<file path="config.mk">
export PLATFORM = sky130hd
export DESIGN_NAME = lcd_value_formatter
export DESIGN_NICKNAME = d
export VERILOG_FILES = /design/src/rtl/lcd_fmt_pkg.sv /design/src/rtl/lcd_bin2dec_seq.sv /design/src/rtl/lcd_value_formatter.sv
export SDC_FILE = /design/constraint.sdc
export NUM_CORES = 1
export LEC_CHECK = 0
export ABC_AREA = 1
export CORE_ASPECT_RATIO = 0.7
export CORE_MARGIN = 3
export CORE_UTILIZATION = 41
export CTS_CLUSTER_DIAMETER = 150
export DETAILED_ROUTE_END_ITERATION = 12
export PLACE_DENSITY_LB_ADDON = 0.1
export SYNTH_ARGS = -nofsm -noshare
export SYNTH_HDL_FRONTEND = slang
export SYNTH_SLANG_ARGS = --single-unit
export TNS_END_PERCENT = 50
</file>
<file path="constraint.sdc">
create_clock -name clk -period 2.3 [get_ports clk]
set_clock_uncertainty 0.05 [all_clocks]
set_input_delay 0.69 -clock clk [delete_from_list [all_inputs] [get_ports clk]]
set_output_delay 0.69 -clock clk [all_outputs]
set_load 0.02 [all_outputs]
</file>
<file path="src/rtl/lcd_fmt_pkg.sv">
// Shared types and constants for the LCD value formatter and the LCD driver.
// Optional build macro: LCD_LEADING_ZERO_BLANK_EN (see lcd_value_formatter).
package lcd_fmt_pkg;

    localparam int unsigned DATA_W  = 8;
    localparam int unsigned DIGIT_W = 4;
    localparam int unsigned FIELD_W = 4;

    localparam logic [DATA_W-1:0] ASCII_ZERO    = 8'h30;
    localparam logic [DATA_W-1:0] ASCII_SPACE   = 8'h20;
    localparam logic [DATA_W-1:0] LINE1_CMD_DEF = 8'h80;
    localparam logic [DATA_W-1:0] LINE2_CMD_DEF = 8'hC0;

    typedef enum logic [2:0] {
        S_IDLE,
        S_CONV_H,
        S_CONV_T,
        S_EMIT_CMD,
        S_EMIT_H,
        S_EMIT_T,
        S_EMIT_U,
        S_EMIT_SEP
    } fmt_state_t;

    typedef enum logic [1:0] {
        CV_IDLE,
        CV_H,
        CV_T
    } conv_phase_t;

    // One byte towards the LCD driver: rs=1 character, rs=0 command
    typedef struct packed {
        logic              rs;
        logic [DATA_W-1:0] data;
    } lcd_byte_t;

    function automatic logic [DATA_W-1:0] digit_char(input logic [DIGIT_W-1:0] d);
        return ASCII_ZERO + DATA_W'(d);
    endfunction

endpackage

</file>
<file path="src/rtl/lcd_bin2dec_seq.sv">
// Sequential binary-to-decimal converter: subtracts 100s, then 10s, one step per cycle.
// h_last_c / done_c flag the cycle in which each phase finishes.
module lcd_bin2dec_seq
    import lcd_fmt_pkg::*;
(
    input  logic               clk,
    input  logic               rst_n,
    input  logic               start,
    input  logic [DATA_W-1:0]  value,
    output logic               h_last_c,
    output logic               done_c,
    output logic [DIGIT_W-1:0] h,
    output logic [DIGIT_W-1:0] t,
    output logic [DIGIT_W-1:0] u
);

    conv_phase_t        phase, phase_d;
    logic [DATA_W-1:0]  rem, rem_d;
    logic [DIGIT_W-1:0] h_d, t_d;

    always_ff @(posedge clk or negedge rst_n) begin
        if (!rst_n) begin
            phase <= CV_IDLE;
            rem   <= '0;
            h     <= '0;
            t     <= '0;
        end else begin
            phase <= phase_d;
            rem   <= rem_d;
            h     <= h_d;
            t     <= t_d;
        end
    end

    always_comb begin
        phase_d  = phase;
        rem_d    = rem;
        h_d      = h;
        t_d      = t;
        h_last_c = 1'b0;
        done_c   = 1'b0;
        case (phase)
            CV_IDLE: begin
                if (start) begin
                    phase_d = CV_H;
                    rem_d   = value;
                    h_d     = '0;
                    t_d     = '0;
                end
            end
            CV_H: begin
                if (rem >= DATA_W'(100)) begin
                    rem_d = rem - DATA_W'(100);
                    h_d   = h + DIGIT_W'(1);
                end else begin
                    h_last_c = 1'b1;
                    phase_d  = CV_T;
                end
            end
            CV_T: begin
                if (rem >= DATA_W'(10)) begin
                    rem_d = rem - DATA_W'(10);
                    t_d   = t + DIGIT_W'(1);
                end else begin
                    done_c  = 1'b1;
                    phase_d = CV_IDLE;
                end
            end
            default: phase_d = CV_IDLE;
        endcase
    end

    // Remainder below 10 after the tens phase is the units digit
    assign u = rem[DIGIT_W-1:0];

endmodule

</file>
<file path="src/rtl/lcd_value_formatter.sv">
// Formats 8-bit values as 4-character decimal fields and streams them to the LCD driver.
// Define LCD_LEADING_ZERO_BLANK_EN to print leading zero digits as spaces.
module lcd_value_formatter
    import lcd_fmt_pkg::*;
#(
    parameter int unsigned       COLS      = 16,
    parameter logic [DATA_W-1:0] SEP_CHAR  = ASCII_SPACE,
    parameter logic [DATA_W-1:0] LINE1_CMD = LINE1_CMD_DEF,
    parameter logic [DATA_W-1:0] LINE2_CMD = LINE2_CMD_DEF
) (
    input  logic              clk,
    input  logic              rst_n,
    input  logic [DATA_W-1:0] in_value,
    input  logic              in_valid,
    output logic              in_ready,
    output logic [DATA_W-1:0] out_data,
    output logic              out_rs,
    output logic              out_valid,
    input  logic              out_ready
);

    localparam int unsigned FPL   = COLS / FIELD_W;
    localparam int unsigned CNT_W = $clog2(FPL + 1);

    fmt_state_t         state, state_d;
    lcd_byte_t          obyte, obyte_d;
    logic               ovalid_d;
    logic               ready_d;
    logic               need_cmd, need_cmd_d;
    logic               line2, line2_d;
    logic [CNT_W-1:0]   cnt, cnt_d, cnt_inc;
    logic               conv_start_c, h_last_c, done_c, xfer_c;
    logic [DIGIT_W-1:0] h, t, u;
    logic [DATA_W-1:0]  h_char, t_char;

    lcd_bin2dec_seq u_conv (
        .clk      (clk),
        .rst_n    (rst_n),
        .start    (conv_start_c),
        .value    (in_value),
        .h_last_c (h_last_c),
        .done_c   (done_c),
        .h        (h),
        .t        (t),
        .u        (u)
    );

`ifdef LCD_LEADING_ZERO_BLANK_EN
    assign h_char = (h == '0) ? ASCII_SPACE : digit_char(h);
    assign t_char = ((h == '0) && (t == '0)) ? ASCII_SPACE : digit_char(t);
`else
    assign h_char = digit_char(h);
    assign t_char = digit_char(t);
`endif

    assign xfer_c  = out_valid & out_ready;
    assign cnt_inc = cnt + CNT_W'(1);

    always_ff @(posedge clk or negedge rst_n) begin
        if (!rst_n) begin
            state     <= S_IDLE;
            obyte     <= '0;
            out_valid <= 1'b0;
            in_ready  <= 1'b1;
            need_cmd  <= 1'b1;
            line2     <= 1'b0;
            cnt       <= '0;
        end else begin
            state     <= state_d;
            obyte     <= obyte_d;
            out_valid <= ovalid_d;
            in_ready  <= ready_d;
            need_cmd  <= need_cmd_d;
            line2     <= line2_d;
            cnt       <= cnt_d;
        end
    end

    // Next state plus the registered output byte for the state being entered
    always_comb begin
        state_d      = state;
        obyte_d      = obyte;
        need_cmd_d   = need_cmd;
        line2_d      = line2;
        cnt_d        = cnt;
        conv_start_c = 1'b0;
        case (state)
            S_IDLE: begin
                if (in_valid && in_ready) begin
                    conv_start_c = 1'b1;
                    state_d      = S_CONV_H;
                end
            end
            S_CONV_H:   if (h_last_c) state_d = S_CONV_T;
            S_CONV_T:   if (done_c) state_d = need_cmd ? S_EMIT_CMD : S_EMIT_H;
            S_EMIT_CMD: begin
                if (xfer_c) begin
                    need_cmd_d = 1'b0;
                    state_d    = S_EMIT_H;
                end
            end
            S_EMIT_H:   if (xfer_c) state_d = S_EMIT_T;
            S_EMIT_T:   if (xfer_c) state_d = S_EMIT_U;
            S_EMIT_U:   if (xfer_c) state_d = S_EMIT_SEP;
            S_EMIT_SEP: begin
                if (xfer_c) begin
                    state_d = S_IDLE;
                    if (cnt_inc == CNT_W'(FPL)) begin
                        cnt_d      = '0;
                        line2_d    = ~line2;
                        need_cmd_d = 1'b1;
                    end else begin
                        cnt_d = cnt_inc;
                    end
                end
            end
            default: state_d = S_IDLE;
        endcase

        case (state_d)
            S_EMIT_CMD: begin
                obyte_d.rs   = 1'b0;
                obyte_d.data = line2 ? LINE2_CMD : LINE1_CMD;
            end
            S_EMIT_H: begin
                obyte_d.rs   = 1'b1;
                obyte_d.data = h_char;
            end
            S_EMIT_T: begin
                obyte_d.rs   = 1'b1;
                obyte_d.data = t_char;
            end
            S_EMIT_U: begin
                obyte_d.rs   = 1'b1;
                obyte_d.data = digit_char(u);
            end
            S_EMIT_SEP: begin
                obyte_d.rs   = 1'b1;
                obyte_d.data = SEP_CHAR;
            end
            default: obyte_d = obyte;
        endcase

        ovalid_d = (state_d inside {S_EMIT_CMD, S_EMIT_H, S_EMIT_T, S_EMIT_U, S_EMIT_SEP});
        ready_d  = (state_d == S_IDLE);
    end

    assign out_data = obyte.data;
    assign out_rs   = obyte.rs;

endmodule

</file>
==> results <==
- The flow ran to the end, and the final reports show no timing, DRC or antenna violations.
- The area growth from synthesis to final layout is 20.4%.
- Detailed placement finished with a half-perimeter wire length of 4030 µm.
- Global routing consumed, over all layers together, roughly 18% of the routing resources.
- The number of nets in the final layout is approximately 330.
- After the first detailed-routing iteration, the DRC count stood at 126.
- Timing analysis after detailed placement gives a worst setup slack of -0.00355 ns.
- The maximum cell stage delay along the critical path is 0.61 ns.
- During synthesis, Yosys emitted a total of 0 warnings.
- Counting flops with an async set or reset pin after synthesis yields a share of 100%.
- The multi-input combinational cell area is 1220 µm².
- Dividing the final minimum period by the clock period gives a little over nine tenths.
- The die is slightly below 70 µm tall.
- The startpoint of the worst setup timing path is in_ready$_DFF_PN1_.
- Along the worst path, the maximum fanout reaches 2.
- In this run the clock root is driven by a clkbuf_8.
- The slew at the pin closest to its max-slew limit is between 0.4 and 0.5 ns.
- The routed length per placed instance is about 14 µm.
- By startpoint and endpoint, the worst setup path is classified as register to primary output.
- Summing all flip-flop and latch instances after layout gives between 900 and 1000 µm².
- The fraction of final layout cells with drive strength greater than 1 is between 10% and 20%.
- The minimum clock period is 2.19 ns.
- Sorting the synthesized cells by how often they occur yields nand2_1 (51), dfrtp_1 (34), inv_1 (26).
- The start of the worst register-to-register path is u_conv.rem[2]$_DFFE_PN0P_.
- The horizontal die dimension is 94.8 µm.
- The via count of the first global-routing pass is 1779.
- For this design, the CTS-stage hold fixing added 0 buffers.
- The longest clock path from root to sink contains 2 buffers.
- The via count of the routed design is 1913.
- The cell family contributing the most delay on the critical path is buffers and inverters.
- The cell count after synthesis came out at about 270.
- The number of buffer and inverter instances along the worst setup path is 1.
- The max-slew violation total from the final report is 0.
- Setup violations remaining at the end of the flow were counted as 0.
- Summed over its instances, the top area cell type makes up around 38% of the synthesized netlist area.
- In this run, distinct cell masters in the synthesized netlist total 40.
- The clock-pin transition on the worst setup and hold timing paths is 0.07 ns.
- At the worst endpoint, the arrival time is about 1.5 ns.
- Traced cell by cell, the critical path runs through clkdlybuf4s50_1.
- The mapped netlist covers approximately 2300 µm².
- The die covers between 6000 and 7000 µm².
- The worst-case IR drop observed on VDD is about 700 µV.
- The congestion estimate from routability-driven global placement came to roughly 0.90.
- By area the synthesized netlist is led by dfrtp_1 (38%), nand2_1 (8.5%), ha_1 (7.2%), nand3_1 (5.3%), inv_1 (4.3%).
- Entering global routing, the biggest net connects 37 pins.
- The total of fill cells in the finished design is 475.
- The initial utilization of the core area, before any placement, comes to approximately 45%.
- The startpoint type of the worst setup path is a register.
- The core area is about 5000 µm².
- After detailed routing, the number of remaining DRC violations is 0.
- The kind of path behind the tightest hold check is input pin to async pin.
- In this run the count of I/O pins placed on the die edge is 23.
- The worst hold-check slack is about 0.38 ns.
- The number of buffers created by CTS is 5.
- For this design, the sink count on the clock tree is 36.
- The overall overflow remaining after global route is 0.
- The detailed-routing iteration count for the pre-antenna-repair pass is 5.
- Input and output buffers added on the ports amount to 22.
- In this run, synthesis inferred 0 flip-flops with an integrated enable.
- The CTS tree is built.
- Setup repair after global routing left no endpoint under its margin.
- For the final routed database, the setup TNS stands at 0 ns.
- The initial antenna violation count is 0.
- The clock tree synthesis step divided the H-tree into 2 levels.
- The final hold violation count is 0.
- The maximum clock frequency is 457 MHz.
- The type of destination of the critical path is a primary output.
- The routed via count divided by cell count is about 5.1.
- Among all stages on the critical path, the largest delay is contributed by clkdlybuf4s50_1.
- For this design the static power due to leakage is between 1 and 1.5 nW.
- After layout, the worst setup slack is roughly 0.11 ns.
- The total power divided by cell area is 1420 nW/µm².
- The post-synthesis sequential area ratio is about two fifths.
- The number of max-cap violations is 0.
- The post-detailed-route count of antenna-violating nets is 0.
- The post-synthesis net count is 292.
- The worst slew slack as a fraction of its limit is slightly below 70%.
- dfrtp_1 takes more of the synthesized area than any other cell.
- The most frequently used cell type in the post-synthesis netlist is nand2_1.
- The mean instance size in the synthesized netlist is between 8 and 9 µm².
- The first global-routing pass estimated around 8800 µm of wire.
- Synthesis inferred 36 register bits.
- The routed wire length is around 5200 µm.
- STA puts the critical path data required time at 1.56 ns.
- The cell row count is 21.
- The flip-flop cell with the highest count after synthesis is dfrtp_1.
- The number of inserted diodes is 0.
- Clock latency on the worst-skew pair, taken at its later pin, is just under 0.3 ns.
final timing paths:
path	end	cells after the start	slack, ns
max	in_ready	1	0.11
min	u_conv.rem[4]$_DFFE_PN0P_	2	0.38
max reg2reg	out_data[0]$_DFFE_PN0P_	11	0.24
min reg2reg	u_conv.t[3]$_DFFE_PN0P_	1	0.43
max in group asynchronous	in_ready$_DFF_PN1_	2	1.46
min in group clk	u_conv.t[3]$_DFFE_PN0P_	1	0.43
cell type report:
| type | instances | share of cell area, % |
|---|---|---|
| Multi-Input combinational cell | 196 | 44.7 |
| Inverter | 32 | 4.41 |
| Clock buffer | 8 | 3.31 |
| Tap cell | 69 | 3.17 |
| Sequential cell | 36 | 33.2 |
| Timing Repair Buffer | 32 | 11.1 |
power by group:
part           internal (mW)  switching [mW]  total (mW)
registers              0.883           0.249        1.13
clock network          0.245           0.228       0.473
logic                  0.858            1.40        2.26
repair_timing:
action,in CTS,in global routing
gates resized for setup,0,2
setup buffers,0,0
endpoints found under the setup margin,0,5
metrics by stage:
step | util [%] | instance area, µm² | instances | power (mW)
final | 53.9 | 2720 | 373 | 3.87
after global routing | 53.9 | 2720 | 373 | 4.26
after global placement | 52.1 | 2630 | 365 | 3.37
after CTS | 53.9 | 2720 | 373 | 3.89
after floorplan | - | 2260 | 267 | 2.71
after detailed placement | 52.1 | 2630 | 365 | 3.40
cell usage in the layout, fill, tap and decap left out, types with 2 or more instances in the layout:
cell and instances:
o211ai_1 3, nand2_2 4, nand2_1 50, ha_1 13, nor2_1 11, o22ai_1 3, a21oi_1 13, clkdlybuf4s50_1 21
dfrtp_1 33, o21ai_0 18, nor2_2 6, o221ai_2 2, inv_1 26, nor3_1 3, inv_2 6, clkbuf_8 6
dfstp_2 2, nand3_1 24, o31ai_1 5, or2_2 2, o21a_1 2, xnor2_1 4, clkbuf_1 2, nand3_2 3
nand4_1 14, buf_4 9, nand2_4 2
worst register-to-register path: stages, from the launching register on:
cell and delay (ns):
dfrtp_2 0.45, inv_1 0.09, buf_4 0.13, ha_1 0.17, nand2_1 0.12, a21oi_4 0.20, nand3_2 0.14, nand2_2 0.10
nand4_2 0.15, nor2_2 0.21, nand3_1 0.11, nand4_1 0.08
per-layer routing:
metal / routed length [µm] / GRT usage (%)
met1: 2810 / 27.6
met2: 2140 / 25.7
met3: 211 / 4.73
met4: 39 / 3.78
met5: 0 / 0
sequential cells by signal, indices dropped and copies added, names as in the netlist:
signal / cells
u_conv.h: 4
out_data: 8
out_valid: 1
u_conv.rem: 8
u_conv.phase: 2
cnt: 3
need_cmd: 1
in_ready: 1
line2: 1
state: 3
u_conv.t: 4
cell families (layout without fill, tap and decap cells):
| kind of cell | Yosys count | count (layout) | share of synthesized area (%) |
|---|---|---|---|
| XOR/XNOR | 5 | 5 | 1.94 |
| AO/OA/AOI/OAI | 55 | 55 | 16.5 |
| AND/OR/NAND/NOR | 123 | 123 | 28.1 |
| adder cells (fa/ha/maj) | 13 | 13 | 7.19 |
| buffers and inverters | 35 | 72 | 6.31 |
| flip-flops | 36 | 36 | 40.0 |
(Power assumes the default switching activity.)
